--- src/rtl/hazard_pkg.sv ---
// Shared constants for the hazard/stall sequencer: FSM state codes,
// forwarding-select encodings and a counter-width helper.
package hazard_pkg;

   // FSM state codes
   localparam logic [1:0] ST_INIT     = 2'd0;
   localparam logic [1:0] ST_RUN      = 2'd1;
   localparam logic [1:0] ST_MEM_WAIT = 2'd2;
   localparam logic [1:0] ST_ERROR    = 2'd3;

   // EX-stage operand source selects
   localparam logic [1:0] FWD_RF  = 2'b00;
   localparam logic [1:0] FWD_MEM = 2'b10;
   localparam logic [1:0] FWD_WB  = 2'b01;

   // One counter serves both the reset flush and the memory wait, so it is
   // sized for whichever limit is larger.
   function automatic int cnt_width(input int a, input int b);
      int m;
      m = (a > b) ? a : b;
      return $clog2(m + 1);
   endfunction

endpackage

--- src/rtl/hazard_fwd_sel.sv ---
// Operand-source select for one EX-stage operand. MEM result wins over WB
// result; x0 never forwards because it is hardwired to zero.
module hazard_fwd_sel
   import hazard_pkg::*;
(
   input  logic [4:0] src_addr_i,
   input  logic [4:0] rd_m_i,
   input  logic       regwrite_m_i,
   input  logic [4:0] rd_w_i,
   input  logic       regwrite_w_i,
   output logic [1:0] fwd_o
);

   // Priority select: MEM, then WB, else register file
   always_comb begin
      fwd_o = FWD_RF;
      if (regwrite_m_i && (rd_m_i != 5'd0) && (rd_m_i == src_addr_i))
         fwd_o = FWD_MEM;
      else if (regwrite_w_i && (rd_w_i != 5'd0) && (rd_w_i == src_addr_i))
         fwd_o = FWD_WB;
   end

endmodule

--- src/rtl/hazard_ctrl.sv ---
// Hazard and stall sequencer for the 5-stage RV32I pipeline: reset flush,
// load-use stall, branch squash, data-memory wait stall and wait timeout.
// Optional build macro HAZ_PERF_EN adds saturating stall/flush counters.
module hazard_ctrl
   import hazard_pkg::*;
#(
   parameter int INIT_FLUSH  = 2,
   parameter int MEM_TIMEOUT = 256,
   parameter int PERF_W      = 32
) (
   input  logic       CLK,
   input  logic       nRST,
   input  logic [4:0] RS_addr_D,
   input  logic [4:0] RT_addr_D,
   input  logic [4:0] RS_addr_E,
   input  logic [4:0] RT_addr_E,
   input  logic [4:0] RD_addr_E,
   input  logic [3:0] MemRead_E,
   input  logic [4:0] RD_addr_M,
   input  logic       RegWrite_M,
   input  logic [4:0] RD_addr_W,
   input  logic       RegWrite_W,
   input  logic       PCSrc_E,
   input  logic       dmem_req_M,
   input  logic       dmem_ready,
   output logic       Stall_F,
   output logic       Stall_D,
   output logic       Stall_E,
   output logic       Stall_M,
   output logic       Flush_D,
   output logic       Flush_E,
   output logic       Flush_W,
   output logic [1:0] Fwd1_E,
   output logic [1:0] Fwd2_E,
   output logic       mem_err
`ifdef HAZ_PERF_EN
   ,
   output logic [PERF_W-1:0] perf_stall_cnt,
   output logic [PERF_W-1:0] perf_flush_cnt
`endif
);

   localparam int CNT_W = cnt_width(INIT_FLUSH, MEM_TIMEOUT);

   if (INIT_FLUSH < 1 || MEM_TIMEOUT < 2 || PERF_W < 1) begin : g_bad_cfg
      $error("hazard_ctrl: INIT_FLUSH>=1, MEM_TIMEOUT>=2, PERF_W>=1 required");
   end

   logic [1:0]       state_q, state_d;
   logic [CNT_W-1:0] cnt_q, cnt_d;
   logic             mem_err_q, mem_err_d;

   logic             mem_wait;
   logic             load_use;
   logic             stall_all;   // freeze F/D/E/M and bubble into MEM_WB
   logic             stall_fd;    // load-use hold of PC and IF_ID
   logic             flush_de;    // clear IF_ID and ID_EX
   logic             flush_lu;    // bubble into ID_EX behind a load
   logic [1:0]       fwd1, fwd2;

   assign mem_wait = dmem_req_M & ~dmem_ready;
   assign load_use = (|MemRead_E) && (RD_addr_E != 5'd0) &&
                     ((RD_addr_E == RS_addr_D) || (RD_addr_E == RT_addr_D));

   hazard_fwd_sel u_fwd_rs (
      .src_addr_i   (RS_addr_E),
      .rd_m_i       (RD_addr_M),
      .regwrite_m_i (RegWrite_M),
      .rd_w_i       (RD_addr_W),
      .regwrite_w_i (RegWrite_W),
      .fwd_o        (fwd1)
   );

   hazard_fwd_sel u_fwd_rt (
      .src_addr_i   (RT_addr_E),
      .rd_m_i       (RD_addr_M),
      .regwrite_m_i (RegWrite_M),
      .rd_w_i       (RD_addr_W),
      .regwrite_w_i (RegWrite_W),
      .fwd_o        (fwd2)
   );

   // Next state and hazard responses; a memory wait masks branch and load-use
   always_comb begin
      state_d   = state_q;
      cnt_d     = cnt_q;
      mem_err_d = mem_err_q;
      stall_all = 1'b0;
      stall_fd  = 1'b0;
      flush_de  = 1'b0;
      flush_lu  = 1'b0;
      unique case (state_q)
         ST_INIT: begin
            flush_de = 1'b1;
            if (cnt_q == CNT_W'(INIT_FLUSH - 1)) begin
               state_d = ST_RUN;
               cnt_d   = '0;
            end else begin
               cnt_d = cnt_q + CNT_W'(1);
            end
         end
         ST_RUN: begin
            if (mem_wait) begin
               stall_all = 1'b1;
               state_d   = ST_MEM_WAIT;
               cnt_d     = '0;
            end else if (PCSrc_E) begin
               // squash the younger instruction, even if it was load-use stalled
               flush_de = 1'b1;
            end else if (load_use) begin
               stall_fd = 1'b1;
               flush_lu = 1'b1;
            end
         end
         ST_MEM_WAIT: begin
            if (dmem_ready) begin
               state_d = ST_RUN;
               cnt_d   = '0;
            end else begin
               stall_all = 1'b1;
               if (cnt_q == CNT_W'(MEM_TIMEOUT - 1)) begin
                  state_d   = ST_ERROR;
                  mem_err_d = 1'b1;
               end else begin
                  cnt_d = cnt_q + CNT_W'(1);
               end
            end
         end
         default: begin
            // ERROR: frozen until reset, dmem_ready no longer matters
            stall_all = 1'b1;
         end
      endcase
   end

   // State, counter and sticky error flag
   always_ff @(posedge CLK or negedge nRST) begin
      if (!nRST) begin
         state_q   <= ST_INIT;
         cnt_q     <= '0;
         mem_err_q <= 1'b0;
      end else begin
         state_q   <= state_d;
         cnt_q     <= cnt_d;
         mem_err_q <= mem_err_d;
      end
   end

   assign Stall_F = stall_all | stall_fd;
   assign Stall_D = stall_all | stall_fd;
   assign Stall_E = stall_all;
   assign Stall_M = stall_all;
   assign Flush_W = stall_all;
   assign Flush_D = flush_de;
   assign Flush_E = flush_de | flush_lu;
   assign mem_err = mem_err_q;
   // Selects are forced to the register file while reset is held
   assign Fwd1_E  = nRST ? fwd1 : FWD_RF;
   assign Fwd2_E  = nRST ? fwd2 : FWD_RF;

`ifdef HAZ_PERF_EN
   logic [PERF_W-1:0] perf_stall_q;
   logic [PERF_W-1:0] perf_flush_q;
   logic              br_flush;

   assign br_flush = (state_q == ST_RUN) && !mem_wait && PCSrc_E;

   // Saturating counts of PC-hold cycles and branch flushes
   always_ff @(posedge CLK or negedge nRST) begin
      if (!nRST) begin
         perf_stall_q <= '0;
         perf_flush_q <= '0;
      end else begin
         if (Stall_F && !(&perf_stall_q))
            perf_stall_q <= perf_stall_q + PERF_W'(1);
         if (br_flush && !(&perf_flush_q))
            perf_flush_q <= perf_flush_q + PERF_W'(1);
      end
   end

   assign perf_stall_cnt = perf_stall_q;
   assign perf_flush_cnt = perf_flush_q;
`endif

endmodule
--- config.mk ---
export PLATFORM = sky130hd
export DESIGN_NAME = hazard_ctrl
export DESIGN_NICKNAME = d
export VERILOG_FILES = /design/src/rtl/hazard_pkg.sv /design/src/rtl/hazard_fwd_sel.sv /design/src/rtl/hazard_ctrl.sv
export SDC_FILE = /design/constraint.sdc
export NUM_CORES = 1
export LEC_CHECK = 0
export ABC_AREA = 1
export CAP_MARGIN = 20
export CORE_ASPECT_RATIO = 0.5
export CORE_UTILIZATION = 46
export CTS_BUF_LIST = sky130_fd_sc_hd__clkbuf_8
export CTS_CLUSTER_DIAMETER = 100
export DETAILED_ROUTE_END_ITERATION = 10
export PLACE_DENSITY_LB_ADDON = 0.15
export RECOVER_POWER = 100
export SYNTH_ARGS = -nofsm -noshare
export SYNTH_HDL_FRONTEND = slang
export SYNTH_HIERARCHICAL = 1
export SYNTH_SLANG_ARGS = --single-unit
export TNS_END_PERCENT = 30
--- constraint.sdc ---
create_clock -name CLK -period 2 [get_ports CLK]
set_input_delay 0.6 -clock CLK [delete_from_list [all_inputs] [get_ports CLK]]
set_output_delay 0.6 -clock CLK [all_outputs]
set_load 0.1 [all_outputs]
# After elaboration in Yosys (flattened, before gate mapping)
# Index checks and enable logic that the tools add are counted.
totals:
  ramBits: 0
  rom_bits: 0
  mem_count: 0
  regBits: 12
  latch_bits: 0
op_classes:
  reduce_logical: 18
  addsub: 1
  n_bitwise: 4
  mul: 0
  n_shift: 0
  div_mod_pow: 0
  n_mux: 26
  n_eq_ne: 14
  magnitude_cmp: 0
ops:
  columns: ["cell", "count"]
  rows:
  - ["two-way mux 9 bit", 4]
  - ["equality test 5 bit", 6]
  - ["one-hot mux 9 bit (3 select lines)", 1]
  - ["two-way mux 2 bit", 8]
  - ["nonzero test 5 bit", 3]
  - ["two-way mux 1 bit", 10]
  - ["adder 9 x 1 -> 9 bit (second input constant)", 1]
  - ["equality test 9 x 1 -> 1 bit (second input constant)", 1]
  - ["equality test 9 x 8 -> 1 bit (second input constant)", 1]
  - ["logical AND 1 bit", 8]
  - ["!= test 3 bit (second input constant)", 2]
  - ["one-hot mux 2 bit (3 select lines)", 1]
  - ["AND reduction 3 bit", 2]
  - ["!= test 2 bit (second input constant)", 2]
  - ["AND reduction 4 bit", 1]
  - ["OR reduction 4 bit", 1]
  - ["one-hot mux 1 bit (3 select lines)", 1]
  - ["nonzero test 3 bit", 1]
  - ["equality test 2 x 1 -> 1 bit (second input constant)", 1]
  - ["equality test 2 bit (second input constant)", 1]
  - ["logical NOT 2 bit", 1]
  - ["bitwise OR 1 bit", 2]
  - ["one-hot mux 1 bit (2 select lines)", 1]
  - ["AND 1 bit", 1]
  - ["2 further kinds", 2]

# Logic depth before layout (Yosys ltp)
depth:
  word_depth: 8
  mapped_depth: 13
  mapped_depth_nobuf: 13

# Cells and area by module
# Netlist, hierarchy kept.
by_module_without_submodules:
  columns: ["module", "n_inst", "seq_area_each_um2", "area_each_um2", "cells_each"]
  rows:
  - ["hazard_ctrl", 1, 300.3, 1151.1, 183]
  - ["hazard_fwd_sel", 2, 0.0, 214.0, 50]

# Worst setup path before layout
# No wires, ideal clock.
synth_path:
  path_type: "reg-to-output"
  start: "register state_q[1]"
  end: "output port Flush_E"
  n_path_buf: 0
  arrival_time_ps: 3780
  slack_ps: -2380
  t_required_ps: 1400
  path_stages_with_launch: 7
  path_cell_list: "dfrtp_1 inv_1 ha_1 nand2_4 o21ai_0 inv_1 nand2_1"
synth_via:
  elab_chain_cells: 3
synth_lines:
  columns: ["element", "line_no", "rtl"]
  rows:
  - ["start, declared", "hazard_ctrl.sv:49", "logic [1:0] state_q, state_d;"]
  - ["start signal, assigned", "hazard_ctrl.sv:143", "state_q <= state_d;"]
  - ["equality test 2 x 1 -> 1 bit or logical NOT 2 bit (tied branches)", "hazard_ctrl.sv:92", "unique case (state_q)"]
  - ["one-hot mux 1 bit (2 select lines) *", "hazard_ctrl.sv:92", null]
  - ["named net Flush_D", "hazard_ctrl.sv:30", "output logic Flush_D,"]
  - ["bitwise OR 1 bit *", "hazard_ctrl.sv:155", "assign Flush_E = flush_de | flush_lu;"]
  - ["end, declared", "hazard_ctrl.sv:31", "output logic Flush_E,"]
# The timed path passes the listed nets; every way through them passes the cells marked *.

# Final worst setup path
layout_path:
  start: "register state_q[1]"
  end: "output port Flush_W"
layout_via:
  elab_chain_cells: 2
layout_lines:
  columns: ["element", "line_no", "rtl"]
  rows:
  - ["equality test 2 bit, or another cell as far along", "hazard_ctrl.sv:92", null]
  - ["one-hot mux 1 bit (3 select lines) *", "hazard_ctrl.sv:92", null]
  - ["end, declared", "hazard_ctrl.sv:32", "output logic Flush_W,"]
# Every way passes the cells marked *; elsewhere a longest branch is shown, timed or not.

==> out/qor.txt <==
# port buffers = 57
Class of the worst hold path = reg2reg
CP max stage cell = dfrtp_1
Endpoints failing hold = 0
Fmax = 0.456 GHz
Sequential standard cell area = 302 µm²
Worst setup path start = state_q[1]$_DFFE_PN0P_
Crit path DAT = 1590 ps
Peak supply drop = 0.245 mV
Post-Syn Instances = 283
CTS clk-pin slew, worst paths = 60 ps
Maxcap violations = 0
Die Y = 43.4 µm
Leakage = 1.40 nW
#FFs+latches synth = 12
N_diodes = 0
Worst R2R Setup Slack = 0 ps
DR vias = 2003
FF-to-FF End = cnt_q[4]$_DFFE_PN0P_
First-pass GRT wire length = 7640 µm
Status = complete, but fails checks
Failing checks = design-rule violations, negative setup slack
Avg Inst Size Synth = 5.58 µm²
Final setup fails = 11
Nets = 414
Total CTS buffers = 3
Fin. max-slew vios = 0
Clock Skew = 3.49 ps
Startpoint Class = register
Hold Path End = cnt_q[8]$_DFFE_PN0P_
Clock Root Buffer = clkbuf_8
Die width = 84.9 µm
Final min period = 2190 ps
Initial Util = 50.4%
Final Worst Setup Slack = -194 ps
Yosys cell types = 26
Fillers = 231
Cell Area, Synth = 0.00158 mm²
Cell row count = 14
Hold depth = 2
Clk sinks = 12
Final core occ = 79.8%
Initial antenna violation count = 0
Total congestion overflow = 0
Core area = 0.00314 mm²
Reg2Reg Launch Point = cnt_q[1]$_DFFE_PN0P_
1st-iter DRT viols = 134
DRT Pass-1 Iters = 11
R2R depth = 13
Cells along the critical path = inv_2, ha_4, inv_1, o211ai_1, buf_4, buf_12
Largest net degree at the start of global routing = 13
Post-placement cell count = 392
H-tree Lvls = 1
Share of layout cells above drive strength 1 = 38.2%
Syn Nets = 337
Req. time, crit path = 1400 ps
Global router's overall resource usage = 25.6%
Worst-path maximum fanout = 3
RSZ-0062 raised after global routing = true
Slew headroom = 56.6%
Area grow syn2layout = 58.5%
Die area = 0.00369 mm²
Sequential area share after synthesis = 19.0%
Drt via density = 5.02
Final WL = 4700 µm
CP max stage delay = 380 ps
CTS tree = built
Most frequent cells in the layout = nand2_1, inv_1, nor2_1, inv_2
Skew-Pair Late Insertion Delay = 240 ps
I/O Pins = 58
Power Density = 297 mW/mm²
CTS Buffer Depth = 2
Worst slew pin tran = 652 ps
Most common cell after layout, fill and taps aside = nand2_1
DP HPWL = 3520 µm
Avg WL per Cell = 11.8 µm
Number of global-route vias before repair = 1891
CP Capture Type = output pin
Multi-input gate area = 0.00114 mm²
CP Class = reg2out
Gpl congestion = 0.876
ANT nets after route = 0
Non-Filler Instances = 399
# DRC = 7
Hold wc startpoint = cnt_q[8]$_DFFE_PN0P_
Fin crit share = 110%
Synthesis Warnings = 6
==> critical path, delay by kind of cell, from the launching register on <==
family,cells,cell delay (ps)
buffers and inverters,4,540
AOI/OAI and AO/OA,1,270
adders and majority gates,1,150
DFF,1,380
==> timing repair <==
action	in CTS	in global routing
hold buffers	0	0
pin swaps	43	25
resized for setup	167	34
setup buffers	3	1
endpoints found under the setup margin	11	20
endpoints found under the hold margin	0	0
==> cell usage after synthesis (all sizes together) <==
| cell type | count | area, µm² |
|---|---|---|
| nand2 | 111 | 439 |
| inv | 59 | 226 |
| nor2 | 42 | 188 |
| nand3 | 19 | 118 |
| o21ai | 13 | 65.1 |
| dfrtp | 12 | 300 |
| ha | 8 | 100 |
| a21oi | 4 | 31.3 |
| buf | 3 | 22.5 |
| a21boi | 2 | 15.0 |
| nor3 | 2 | 10.0 |
| xnor2 | 2 | 17.5 |
| xor2 | 2 | 17.5 |
| clkinv | 1 | 3.75 |
| nand3b | 1 | 11.3 |
| nand4 | 1 | 6.26 |
| o211ai | 1 | 7.51 |
==> through the flow <==
step                      area (µm²)  hold WS (ps)  setup slack (ps)  TNS, ps  total power [mW]
final                           2500           511              -194    -1660             0.743
after global routing            2500           541              -269    -4040             0.770
after CTS                       2470           514              -191    -1620             0.725
after detailed placement        2470           501              -741    -8050             0.485
after global placement          2470           477              -683    -7560             0.479
after floorplan                 1640           304             -1760   -10210             0.340
==> per-layer routing <==
layer | up-vias | wire length (µm) | track usage, %
li1 | 1000 | - | -
met1 | 903 | 1930 | 29.7
met2 | 90 | 2320 | 51.5
met3 | 10 | 376 | 2.67
met4 | 0 | 70 | 7.12
met5 | - | 0 | 0
==> registers in the layout, summed over array words and instances (netlist names) <==
register	count
cnt_q	9
state_q	2
mem_err	1
==> worst max path at each step <==
stage	cells after the start	to	slack, ps
5_1_grt	9	Flush_E	-270
4_1_cts	9	Flush_E	-190
3_3_place_gp	11	Flush_E	-680
2_1_floorplan	6	Stall_F	-1760
3_5_place_dp	11	Flush_E	-740
6_report	6	Flush_W	-190
==> logic make-up (layout without fill, tap and decap cells) <==
family / count (synthesis) / count (layout) / share of synthesized area, %
compound gates: 20 / 20 / 7.53
flops: 12 / 12 / 19.0
simple gates: 176 / 176 / 48.9
fa+ha+maj: 8 / 8 / 6.34
buf+inv: 63 / 139 / 16.0
xor+xnor: 4 / 4 / 2.22
==> cell type report <==
cell class                      count  share of cell area (%)
Clock buffer                        4                    2.20
Inverter                           60                    9.95
Multi-Input combinational cell    208                    45.5
Sequential cell                    12                    12.0
Tap cell                           40                    2.00
Timing Repair Buffer               75                    28.2
==> where the power goes <==
| part | total, mW | switching (mW) | internal, mW |
|---|---|---|---|
| sequential | 0.243 | 0 | 0.243 |
| clock | 0.267 | 0.0930 | 0.174 |
| combinational | 0.233 | 0.126 | 0.107 |
No activity file was read; power rests on OpenSTA's default activity.
